--- config.mk ---
export PLATFORM = sky130hd
export DESIGN_NAME = pkt_arbiter_flat
export DESIGN_NICKNAME = d
export VERILOG_FILES = /design/src/rtl/net_pkg.sv /design/src/rtl/pkt_arbiter_if.sv /design/src/rtl/rr_pick.sv /design/src/rtl/pkt_arbiter.sv /design/src/flat_wrapper.sv
export SDC_FILE = /design/constraint.sdc
export NUM_CORES = 1
export LEC_CHECK = 0
export CORE_UTILIZATION = 50
export DETAILED_ROUTE_END_ITERATION = 16
export DONT_BUFFER_PORTS = 1
export GPL_TIMING_DRIVEN = 0
export HOLD_SLACK_MARGIN = 0.02
export PLACE_DENSITY = 0.63
export SLEW_MARGIN = 25
export SYNTH_ARGS = -nofsm -noshare
export SYNTH_HDL_FRONTEND = slang
export SYNTH_HIERARCHICAL = 1
export SYNTH_SLANG_ARGS = --single-unit
--- constraint.sdc ---
create_clock -name clk -period 6.3 [get_ports clk]
set_input_delay 0.945 -clock clk [delete_from_list [all_inputs] [get_ports clk]]
set_output_delay 0.945 -clock clk [all_outputs]
set_load 0.02 [all_outputs]
--- src/rtl/net_pkg.sv ---
`default_nettype none
// ============================================================================
// Module      : net_pkg
// Description : Shared types and constants for the network ingress datapath.
//               DATA_W  - byte lane width of the filter datapath
//               byte_t  - one byte lane
//               arb_state_t - packet arbiter FSM encoding (IDLE / BUSY)
// Revision    : 1.0 - initial release
// ============================================================================
package net_pkg;

    localparam int DATA_W = 8;

    typedef logic [DATA_W-1:0] byte_t;

    typedef enum logic [0:0] {
        IDLE = 1'b0,
        BUSY = 1'b1
    } arb_state_t;

endpackage : net_pkg
`default_nettype wire

--- src/rtl/pkt_arbiter_if.sv ---
`default_nettype none
// ============================================================================
// Module      : pkt_arbiter_if
// Description : Bundle of the NUM_PORTS ingress AXI-Stream lanes (s_*) and
//               the single egress lane (m_*) toward the MAC filter.
//               master : arbiter view (consumes s_*, drives m_*, s_tready)
//               slave  : environment view (drives s_*, m_tready)
// Revision    : 1.0 - initial release
// ============================================================================
interface pkt_arbiter_if #(
    parameter int NUM_PORTS = 2,
    parameter int DATA_W    = net_pkg::DATA_W
);

    logic [NUM_PORTS-1:0]             s_tvalid;
    logic [NUM_PORTS-1:0][DATA_W-1:0] s_tdata;
    logic [NUM_PORTS-1:0]             s_tlast;
    logic [NUM_PORTS-1:0]             s_tready;

    logic                             m_tvalid;
    logic [DATA_W-1:0]                m_tdata;
    logic                             m_tlast;
    logic                             m_tready;

    modport master (
        input  s_tvalid, s_tdata, s_tlast, m_tready,
        output s_tready, m_tvalid, m_tdata, m_tlast
    );

    modport slave (
        output s_tvalid, s_tdata, s_tlast, m_tready,
        input  s_tready, m_tvalid, m_tdata, m_tlast
    );

endinterface : pkt_arbiter_if
`default_nettype wire

--- src/rtl/rr_pick.sv ---
`default_nettype none
// ============================================================================
// Module      : rr_pick
// Description : Combinational round-robin priority selector. Returns the
//               first asserted req bit found scanning upward from rr_ptr,
//               wrapping modulo N.
//   req    in  [N]      request vector
//   rr_ptr in  [IDX_W]  highest-priority index (must be < N)
//   any    out 1        at least one request present
//   idx    out [IDX_W]  winning index (0 when no request)
// Revision    : 1.0 - initial release
// ============================================================================
module rr_pick #(
    parameter int N     = 2,
    parameter int IDX_W = $clog2(N)
) (
    input  wire logic [N-1:0]     req,
    input  wire logic [IDX_W-1:0] rr_ptr,
    output logic                  any,
    output logic [IDX_W-1:0]      idx
);

    int               w_pos;
    logic [IDX_W-1:0] w_cand;

    // Scan from the farthest offset down to offset 0 so the last hit written
    // is the one closest to rr_ptr.
    always_comb begin
        any    = 1'b0;
        idx    = '0;
        w_pos  = 0;
        w_cand = '0;
        for (int i = N - 1; i >= 0; i--) begin
            w_pos = int'(rr_ptr) + i;
            if (w_pos >= N) begin
                w_pos = w_pos - N;
            end
            w_cand = IDX_W'(w_pos);
            if (req[w_cand]) begin
                any = 1'b1;
                idx = w_cand;
            end
        end
    end

endmodule : rr_pick
`default_nettype wire

--- src/rtl/pkt_arbiter.sv ---
`default_nettype none
// ============================================================================
// Module      : pkt_arbiter
// Description : Packet-granular round-robin AXI-Stream arbiter in front of
//               the MAC filter. A grant is held from the first beat through
//               the TLAST handshake, so packets never interleave.
//   clk      in   single clock, posedge
//   rst      in   synchronous active-high reset
//   bus      if   ingress s_* lanes and egress m_* lane (master modport)
//   busy     out  a packet grant is held (registered)
//   grant_id out  granted port index, valid while busy (registered)
//   pkt_cnt  out  per-port count of fully forwarded packets (registered)
// Revision    : 1.0 - initial release
// ============================================================================
module pkt_arbiter #(
    parameter int NUM_PORTS = 2,
    parameter int DATA_W    = net_pkg::DATA_W,
    parameter int CNT_W     = 16
) (
    input  wire logic                            clk,
    input  wire logic                            rst,
    pkt_arbiter_if.master                        bus,
    output logic                                 busy,
    output logic [$clog2(NUM_PORTS)-1:0]         grant_id,
    output logic [NUM_PORTS-1:0][CNT_W-1:0]      pkt_cnt
);

    import net_pkg::*;

    localparam int IDX_W = $clog2(NUM_PORTS);

    arb_state_t                        state_q,   state_d;
    logic [IDX_W-1:0]                  grant_q,   grant_d;
    logic [IDX_W-1:0]                  rr_ptr_q,  rr_ptr_d;
    logic [NUM_PORTS-1:0][CNT_W-1:0]   pkt_cnt_q, pkt_cnt_d;

    logic                              w_pick_any;
    logic [IDX_W-1:0]                  w_pick_idx;
    logic                              w_release;
    logic [IDX_W-1:0]                  w_next_ptr;

    rr_pick #(
        .N     (NUM_PORTS),
        .IDX_W (IDX_W)
    ) u_rr_pick (
        .req    (bus.s_tvalid),
        .rr_ptr (rr_ptr_q),
        .any    (w_pick_any),
        .idx    (w_pick_idx)
    );

    // Egress mux steered by the registered grant. Everything is forced to
    // zero outside BUSY so the filter sees a clean idle bus.
    always_comb begin
        bus.s_tready = '0;
        bus.m_tvalid = 1'b0;
        bus.m_tdata  = '0;
        bus.m_tlast  = 1'b0;
        if (state_q == BUSY) begin
            bus.m_tvalid          = bus.s_tvalid[grant_q];
            bus.m_tdata           = bus.s_tdata[grant_q];
            bus.m_tlast           = bus.s_tlast[grant_q];
            bus.s_tready[grant_q] = bus.m_tready;
        end
    end

    assign w_release  = (state_q == BUSY) && bus.m_tvalid && bus.m_tready && bus.m_tlast;
    assign w_next_ptr = (grant_q == IDX_W'(NUM_PORTS - 1)) ? '0 : grant_q + IDX_W'(1);

    always_comb begin
        state_d   = state_q;
        grant_d   = grant_q;
        rr_ptr_d  = rr_ptr_q;
        pkt_cnt_d = pkt_cnt_q;
        case (state_q)
            IDLE: begin
                if (w_pick_any) begin
                    grant_d = w_pick_idx;
                    state_d = BUSY;
                end
            end
            BUSY: begin
                // Other ports' requests are ignored until the granted
                // port's TLAST beat is accepted downstream.
                if (w_release) begin
                    state_d            = IDLE;
                    rr_ptr_d           = w_next_ptr;
                    pkt_cnt_d[grant_q] = pkt_cnt_q[grant_q] + CNT_W'(1);
                end
            end
            default: begin
                state_d = IDLE;
            end
        endcase
    end

    always_ff @(posedge clk) begin
        if (rst) begin
            state_q   <= IDLE;
            grant_q   <= '0;
            rr_ptr_q  <= '0;
            pkt_cnt_q <= '0;
        end else begin
            state_q   <= state_d;
            grant_q   <= grant_d;
            rr_ptr_q  <= rr_ptr_d;
            pkt_cnt_q <= pkt_cnt_d;
        end
    end

    assign busy     = (state_q == BUSY);
    assign grant_id = grant_q;
    assign pkt_cnt  = pkt_cnt_q;

endmodule : pkt_arbiter
`default_nettype wire

--- src/flat_wrapper.sv ---
// flat-port wrapper written by rule: the top's interface ports become plain ports
module pkt_arbiter_flat import net_pkg::*;
#(
    parameter int NUM_PORTS = 2,
    parameter int DATA_W    = net_pkg::DATA_W,
    parameter int CNT_W     = 16
)
  (clk, rst, busy, grant_id, pkt_cnt, bus_s_tvalid, bus_s_tdata, bus_s_tlast, bus_m_tready, bus_s_tready, bus_m_tvalid, bus_m_tdata, bus_m_tlast);
  pkt_arbiter_if #(.NUM_PORTS(NUM_PORTS), .DATA_W(DATA_W)) bus_i ();
  input  wire logic clk;
  input  wire logic rst;
  output logic busy;
  output logic [$clog2(NUM_PORTS)-1:0] grant_id;
  output logic [NUM_PORTS-1:0][CNT_W-1:0] pkt_cnt;
  input wire logic [$bits(bus_i.s_tvalid)-1:0] bus_s_tvalid;
  input wire logic [$bits(bus_i.s_tdata)-1:0] bus_s_tdata;
  input wire logic [$bits(bus_i.s_tlast)-1:0] bus_s_tlast;
  input wire logic [$bits(bus_i.m_tready)-1:0] bus_m_tready;
  output wire logic [$bits(bus_i.s_tready)-1:0] bus_s_tready;
  output wire logic [$bits(bus_i.m_tvalid)-1:0] bus_m_tvalid;
  output wire logic [$bits(bus_i.m_tdata)-1:0] bus_m_tdata;
  output wire logic [$bits(bus_i.m_tlast)-1:0] bus_m_tlast;
  assign bus_i.s_tvalid = bus_s_tvalid;
  assign bus_i.s_tdata = bus_s_tdata;
  assign bus_i.s_tlast = bus_s_tlast;
  assign bus_i.m_tready = bus_m_tready;
  assign bus_s_tready = bus_i.s_tready;
  assign bus_m_tvalid = bus_i.m_tvalid;
  assign bus_m_tdata = bus_i.m_tdata;
  assign bus_m_tlast = bus_i.m_tlast;
  pkt_arbiter #(.NUM_PORTS(NUM_PORTS), .DATA_W(DATA_W), .CNT_W(CNT_W)) u_core (.clk(clk), .rst(rst), .bus(bus_i), .busy(busy), .grant_id(grant_id), .pkt_cnt(pkt_cnt));
endmodule
Word level (Yosys, flattened, before mapping):

Index checks and enable logic that the tools add are counted.

* input port bits: 23
* logic and storage cells: 55
* register bits after elaboration: 35
* output and inout bits: 46

* add/sub/neg operators: 5
* mux-type cells: 31
* bitwise gates (word level): 2
* $lt $le $gt $ge: 6
* reduce and logical (&&, ||, !) cells: 6

Operator list (number)
* 2-to-1 mux 16 bit: 3
* bitwise mux 32 bit: 1
* 2-to-1 mux 8 bit: 3
* 2-to-1 mux 1 bit: 20
* adder 16 x 1 -> 16 bit, second input constant: 1
* demux 16 bit (select 1 bit): 1
* < comparator 1 x 2 -> 1 bit, second input constant: 3
* logical AND 1 bit: 4
* AND reduction 2 bit: 2
* adder 1 x 1 -> 2 bit, second input constant: 1
* AND 2 bit: 1
* greater-or-equal comparator 1 x 2 -> 1 bit, second input constant: 1
* greater-or-equal comparator 2 bit, second input constant: 1
* 2-to-1 mux 2 bit: 1
* one-hot mux 1 bit (2 select lines): 1
* subtractor 1 bit, second input constant: 2
* adder 1 bit, second input constant: 1
* demux 1 bit (select 1 bit): 1
* greater-or-equal comparator 1 bit, second input constant: 1
* NOT 1 bit: 1

Logic depth before layout (Yosys ltp):

Gate-level depths: netlist (run 1).

* word-level depth: 9
* gate-level depth with buffers: 11
* gate-level depth less buffers: 7

By module:

The synthesis (run 1) kept the hierarchy.

Modules (own cells, without submodules)
* pkt_arbiter: seq. area each 700.7 um^2, instances 1, area each 2108.3 um^2, cells each 236
* rr_pick: seq. area each 0.0 um^2, instances 1, area each 17.5 um^2, cells each 3

Least setup slack after synthesis (run 1):

No wires, ideal clock.

* path kind: register -> register
* start: register u_core.grant_q, in the netlist u_core/grant_id
* end: register u_core.pkt_cnt_q, in the netlist u_core/pkt_cnt[14]
* period minus slack after synthesis: 2.485 ns
* path buffers: 4
* data required time: 6.230 ns
* stages on the path, launching flop included: 12
* library setup time: 0.070 ns
* path slack: 3.815 ns
* arrival: 2.414 ns
* cells stage by stage: dfxtp_1 > buf_6 > buf_6 > buf_6 > buf_2 > mux2_2 > ha_1 > inv_1 > a211oi_4 > and4_1 > or3_1 > a21oi_1

* cells in the longest elaborated chain, start to end: 7
* elaborated cells between the ends (all ways): 19
* those cells by class: add/sub (1); order compare (2); mux (11); reduce/logical (5)

Ends and longest elaborated chain
* start, declared: RTL line pkt_arbiter.sv:33 `logic [IDX_W-1:0] grant_q, grant_d;`
* start signal, assigned: RTL line pkt_arbiter.sv:105 `grant_q <= grant_d;`
* branches (longest 7 deep; another with adder 16 x 1 -> 16 bit)
* end signal, assigned: RTL line pkt_arbiter.sv:107 `pkt_cnt_q <= pkt_cnt_d;`
* end, declared: RTL line pkt_arbiter.sv:35 `logic [NUM_PORTS-1:0][CNT_W-1:0] pkt_cnt_q, pkt_cnt_d;`

Parallel ways; which one is timed is not known. The select of a mux whose other input is x is not followed.
A chain may end at the register's enable or synchronous reset.

Final worst setup path (run 1):

* start: register u_core.grant_q, in the netlist u_core/grant_id
* end: output port bus_m_tdata[6]

* cells in the longest elaborated chain, start to end: 3

Ends and longest elaborated chain
* 2-to-1 mux 8 bit (not written as such) (2 in a row): RTL line pkt_arbiter.sv:61 `bus.m_tdata = bus.s_tdata[grant_q];`
* 2-to-1 mux 8 bit: RTL line pkt_arbiter.sv:59 `if (state_q == BUSY) begin`
* end, declared: RTL line flat_wrapper.sv:21 `output wire logic [$bits(bus_i.m_tdata)-1:0] bus_m_tdata;`

No other way between the ends. The select of a mux whose other input is x is not followed.

==> results of run 1 <==
[cells by family (layout without fill, tap and decap cells)]
kind of cell | after synthesis | in the layout | share of synthesized area
flops | 35 | 35 | 0.3296
buf+inv | 17 | 25 | 0.04944
mux | 25 | 25 | 0.1224
xor+xnor | 16 | 16 | 0.06592
compound gates | 33 | 33 | 0.1224
simple gates | 112 | 112 | 0.3043
fa+ha+maj | 1 | 1 | 0.005885
[layout by cell type, fill, tap and decap left out, types with 3 or more instances in the layout]
| cell | instances |
|---|---|
| xnor2_1 | 7 |
| clkbuf_1 | 9 |
| mux2_2 | 8 |
| mux2i_1 | 17 |
| nand3_1 | 7 |
| and3_1 | 3 |
| a21oi_1 | 12 |
| nand2_1 | 28 |
| nor2_1 | 19 |
| buf_2 | 3 |
| and2_1 | 3 |
| nand4_1 | 7 |
| dfxtp_1 | 35 |
| clkbuf_8 | 5 |
| o31ai_1 | 6 |
| xor2_1 | 9 |
| nor3_1 | 5 |
| buf_6 | 5 |
| nor2b_1 | 12 |
| nand3b_4 | 3 |
| or3_1 | 4 |
| nand3b_1 | 8 |
[power by group]
part           total (mW)  internal (mW)  switching (mW)
Combinational      0.0418         0.0152          0.0265
Sequential          0.225          0.222         0.00298
Clock               0.156         0.0776          0.0789
Total               0.424          0.315           0.108
[state kept, by name, indices dropped and copies added (netlist names)]
| register | count |
|---|---|
| u_core/rr_ptr_q | 1 |
| u_core/grant_id | 1 |
| u_core/busy | 1 |
| u_core/pkt_cnt | 32 |
[worst max-delay path by stage]
stage,end,slack (ps),cells after the start,from
floorplan,u_core/pkt_cnt[14],3820,11,u_core/grant_id
finish,bus_m_tdata[6],3310,6,u_core/grant_id
CTS,bus_m_tdata[6],3280,6,u_core/grant_id
detailed placement,u_core/pkt_cnt[6],3450,11,u_core/grant_id
global placement,u_core/pkt_cnt[6],3470,11,u_core/grant_id
global route,bus_m_tdata[5],3200,6,u_core/grant_id
[area by class of cell]
cell class              count  area [um^2]  share of cell area
multi-input cells         187         1320              0.5816
plain buffers              15        97.59             0.04300
inverters                   2        7.507            0.003308
clock inverters             1        5.005            0.002205
well taps                  50        62.56             0.02756
flip-flops and latches     35        700.7              0.3087
clock buffers               7        76.32             0.03363
[Yosys cell counts (all sizes together), types with 2 or more instances]
| cell type | instances |
|---|---|
| mux2i | 17 |
| or3 | 5 |
| a22oi | 2 |
| nor4 | 2 |
| o311ai | 2 |
| a211o | 2 |
| nand3 | 8 |
| nor3 | 6 |
| inv | 2 |
| nand4b | 2 |
| a21boi | 2 |
| a211oi | 2 |
| dfxtp | 35 |
| mux2 | 8 |
| xor2 | 9 |
| nor2b | 12 |
| a31oi | 2 |
| nand3b | 11 |
| nand2 | 28 |
| and3 | 3 |
| and4 | 2 |
| nor2 | 19 |
| a21oi | 12 |
| clkbuf | 7 |
| buf | 8 |
| nand4 | 7 |
| and2 | 3 |
| nor3b | 2 |
| o31ai | 6 |
| xnor2 | 7 |
[through the flow]
| stage | cells | power [mW] | setup slack (ps) | hold WS [ps] |
|---|---|---|---|---|
| floorplan | 239 | 0.2648 | 3815 | 440.5 |
| global placement | 289 | 0.2718 | 3465 | 452.5 |
| detailed placement | 289 | 0.2724 | 3451 | 467.3 |
| CTS | 297 | 0.4278 | 3281 | 485.8 |
| global route | 297 | 0.4409 | 3200 | 515.2 |
| finish | 297 | 0.4237 | 3311 | 480.2 |
[per-layer routing]
metal / vias up / GRT usage / routed length, um
met5: - / 0 / 0
met4: 0 / 0.09309 / 78
met3: 6 / 0.06250 / 374
met2: 62 / 0.3650 / 2386
met1: 837 / 0.3281 / 2371
li1: 870 / - / -
[worst max-delay path, stage by stage, from the launching register on]
cell	delay [ps]
dfxtp_1	460
buf_6	190
buf_6	170
buf_6	180
buf_2	280
mux2i_1	110
nor2b_1	360
==> out/results.tsv, run 1 <==
metric	value	unit
Slew HR	0.5101	
First-pass DRT Iterations	4	
PortBufs	0	
number of global-route vias before repair	1604	
remaining global-route overflow	0	
R2R depth	11	
Synth Net Count	263	
DR vias/cell	5.976	
worst setup path class	flop to output port	
kind of end point of the critical path	output port	
Post-route DRC	0	
layout cell share with drive strength beyond 1	0.1336	
Final setup viols	0	
Max Buffers Root-to-Sink	2	
minimum clock period	2989	ps
num rows	23	
Final Max Tran Viols	0	
FMAX	334.6	MHz
CTS Hold Bufs	0	
Yosys top cell area share	0.3296	
Initial Util	0.5276	
gate count after technology mapping	239	
pin count of the biggest net entering global routing	11	
Sink Count	35	
Worst-path clk slew	70	ps
final net count	270	
Root Buffer	clkbuf_8	
Hold Violations, Final	0	
CP Max Fanout	10	
synth top area cells	dfxtp_1 (33%), mux2i_1 (8.0%), nand2_1 (4.9%), mux2_2 (4.2%), xor2_1 (3.7%)	
Post-synth EDFFs	0	
Synth Register Bits	35	
Req. time, crit path	5350	ps
post-cts resize count	0	
H-Tree Depth	2	
post-route ant nets	0	
clk_skew	11.48	ps
Core Util, Final	0.5634	
drt first-iter violations	107	
RR Endpoint	u_core/pkt_cnt[6]	
I/O pin cnt	69	
CTS Buf Count	5	
Leak	0.8505	nW
hold worst-path end	u_core/rr_ptr_q	
dominant cell type by area after synthesis	dfxtp_1	
Cell Area, Placed	0.002188	mm^2
initial antenna violation count	0	
die area	0.004517	mm^2
Seq/Total Area, Yosys	0.3296	
P&R area growth vs syn	6.769	%
GPL Wtd Cong	0.7627	
Worst-Skew Late Latency	290	ps
count of cell types in the netlist	45	
setup TNS	0	ps
final wirelength	5210	um
Die Ht	67.21	um
crit start category	flop	
crit path DAT	2040	ps
period utilization	0.4744	
total power per unit cell area	186.7	mW/mm^2
Hold WC Path Type	flop to flop	
TritonCTS clock tree	yes	
Final Instance Area	0.002270	mm^2
HPWL Detailed	3708	um
Max Cap Viol	0	
Yosys Warn Count	6	
core area	0.004029	mm^2
peak supply drop	0.1268	mV
Post-Syn Area	0.002126	mm^2
mean post-synth cell area	8.895	um^2
Post-CTS Setup Repair Bufs	0	
Slew @ Worst Pin	730.9	ps
worst r2r src	u_core/grant_id	
outcome	complete, no violations	
top_reg_cell synth	dfxtp_1	
via count	1775	
number of fill cells	402	
RSZ-0062 raised after global routing	no	
GRT Overall Usage	0.2419	
Die W	67.21	um
first-pass GRT wire length	8045	um
WHS Path Cells	1	
setup slack, reg-to-reg	3420	ps
ys async rst share	0	
hold_sp	u_core/rr_ptr_q	
WL/cell	17.54	um
antenna cells	0	
Power figures use the tool's default switching activity.
==> inputs of run 2 (changes only) <==
--- a/config.mk
+++ b/config.mk
@@ -5,6 +5,7 @@
 export SDC_FILE = /design/constraint.sdc
 export NUM_CORES = 1
 export LEC_CHECK = 0
+export ABC_AREA = 1
 export CORE_UTILIZATION = 50
 export DETAILED_ROUTE_END_ITERATION = 16
 export DONT_BUFFER_PORTS = 1
==> constraint.sdc (replaced) <==
create_clock -name clk -period 2.85 [get_ports clk]
set_input_delay 0.4275 -clock clk [delete_from_list [all_inputs] [get_ports clk]]
set_output_delay 0.4275 -clock clk [all_outputs]
set_load 0.02 [all_outputs]
==> out/results.tsv, run 2 <==
metric	value	unit	change
worst setup path class	flop to output port		
crit start category	flop		
Die W	68.44	um	+1.8%
critical path cell sequence	buf_6 -> buf_4 -> nor3_1		
RSZ-0062 raised after global routing	no		
clk_skew	4.333	ps	-7.142 ps
top_reg_cell synth	dfxtp_1		
R2R depth	9		-2
antenna cells	0		unchanged
pin count of the biggest net entering global routing	11		unchanged
commonest non-fill, non-tap cell in the layout	nand2_1		
post-route ant nets	0		unchanged
WL/cell	13.13	um	-25%
Synth Register Bits	35		unchanged
final net count	371		+37%
Sink Count	35		unchanged
kind of end point of the critical path	output port		
Synth Net Count	364		+38%
Max Cap Viol	0		unchanged
GRT Overall Usage	0.2453		+0.003409
Seq/Total Area, Yosys	0.3175		-0.01215
initial antenna violation count	0		unchanged
Max Buffers Root-to-Sink	2		unchanged
remaining global-route overflow	0		unchanged
H-Tree Depth	2		unchanged
P&R area growth vs syn	7.369	%	
minimum clock period	2031	ps	
I/O pin cnt	69		unchanged
Hold Violations, Final	0		unchanged
final worst setup slack	819.2	ps	-2492 ps
TritonCTS clock tree	yes		
drt first-iter violations	87		-19%
post-cts resize count	0		unchanged
outcome	complete, no violations		
Hold WC Path Type	input pin to flop		
HPWL Detailed	4008	um	+8.1%
first-pass GRT wire length	8397	um	+4.4%
WHS Path Cells	3		+2
num rows	23		unchanged
Die Ht	68.44	um	+1.8%
Slew HR	0.5795		+0.06940
post-place setup slack	883.4	ps	-2567 ps
Yosys top cell area share	0.3175		-0.01215
most frequent cells in the layout	nand2_1 (143), inv_1 (36), dfxtp_1 (35), nand3_1 (25), nor2_1 (20)		
Yosys Warn Count	6		unchanged
PortBufs	0		unchanged
Leak	1.095	nW	+29%
Post-CTS Setup Repair Bufs	0		unchanged
Max stage delay on crit path	540	ps	+80 ps
synth top area cells	dfxtp_1 (32%), nand2_1 (24%), inv_1 (6.1%), nand3_1 (5.7%), nor2_1 (3.4%)		
final wirelength	5226	um	+0.31%
period utilization	0.7126		
Inst Count DP	390		+35%
max reg flops	32		unchanged
Slew @ Worst Pin	626.0	ps	-104.9 ps
ys async rst share	0		unchanged
mean post-synth cell area	6.492	um^2	-27%
Final Non-Filler Cells	398		+34%
Initial Util	0.5363		+0.008693
via count	2074		+17%
Post-Syn Area	0.002207	mm^2	+3.8%
DR vias/cell	5.211		-13%
dominant cell type by area after synthesis	dfxtp_1		
die area	0.004684	mm^2	+3.7%
count of cell types in the netlist	30		-33%
Post-synth EDFFs	0		unchanged
CTS Buf Count	5		unchanged
peak supply drop	0.2425	mV	+91%
setup TNS	0	ps	unchanged
total power per unit cell area	447.3	mW/mm^2	+140%
Root Buffer	clkbuf_8		
Worst-Skew Late Latency	290	ps	about the same
Post-route DRC	0		unchanged
power consumption	1.060	mW	+150%
Stages on worst setup path	3		-3
Final setup viols	0		unchanged
CTS Hold Bufs	0		unchanged
Critical-path top delay cell	nor3_1		
most frequent cells after synthesis	nand2_1 (143), inv_1 (36), dfxtp_1 (35)		
Req. time, crit path	2420	ps	-2930 ps
CP Buf/Inv Count	2		-2
Worst-path clk slew	70	ps	about the same
layout cell share with drive strength beyond 1	0.1121		-0.02153
First-pass DRT Iterations	4		unchanged
CP Max Fanout	10		unchanged
GPL Wtd Cong	0.8418		+10%
Final Max Tran Viols	0		unchanged
core area	0.004115	mm^2	+2.1%
number of global-route vias before repair	1803		+12%
FMAX	492.4	MHz	
CP delay by family, top	simple AND/OR/NAND/NOR gates		
crit path DAT	1600	ps	-440 ps
gate count after technology mapping	340		+42%
top-count cell post-synth	nand2_1		
[run 2: changes by cell type in the layout (fill, tap and decap cells not counted), sizes merged, moves of 11 or more]
cell    before  now
o21ai        0   20
mux2i       17    0
nand3        8   27
inv          2   39
nand2       28  150
nor2b       12    0
nand3b      11    0
[run 2: logic make-up after synthesis]
family	share of synthesized area
compound gates	0.1003
xor+xnor	0.01984
fa+ha+maj	0.005668
buf+inv	0.1071
flops	0.3175
simple gates	0.4495
[run 2: path summary, 6_finish.rpt]
kind	start	slack (ps)	endpoint
worst max-delay path	u_core/grant_id	820	bus_s_tready[0]
worst min-delay path	bus_m_tready	380	u_core/busy
worst max register to register	u_core/grant_id	860	u_core/pkt_cnt[6]
worst min register to register	u_core/rr_ptr_q	470	u_core/rr_ptr_q
[run 2: final cells by class]
class / count / area [um^2]
multi-input cells: 256 / 1270
plain buffers: 9 / 86.33
clock buffers: 8 / 100.1
well taps: 50 / 62.56
flip-flops and latches: 35 / 700.7
fillers: 433 / 1745
inverters: 40 / 150.1
[run 2: worst register-to-register path, stage by stage, from the launching register on]
cell and delay, ps:
dfxtp_1 480, buf_6 230, nand2_1 80, o21ai_1 190, ha_1 300, nand3_4 140, nor2_4 140, xor2_1 200
nand2_1 80, o21ai_1 80
[run 2: through the flow]
step	instance area (um^2)	hold slack [ps]	utilization
after CTS	2370	384.2	0.5759
after global routing	2370	398.9	0.5759
final	2370	383.2	0.5759
after global placement	2270	452.9	0.5515
after floorplan	2207	440.3	-
after detailed placement	2270	457.1	0.5515
[run 2: power breakdown]
part	internal [mW]	switching, mW
registers	0.495	0.0133
clock network	0.220	0.171
logic	0.0489	0.111
total	0.764	0.296
[run 2: routing by layer]
layer,up-vias,part of all wire,GRT usage
li1,1074,-,-
met1,921,0.47,0.3393
met4,0,0.013,0.07813
met2,73,0.44,0.3701
met5,-,0,0
met3,6,0.079,0.05833
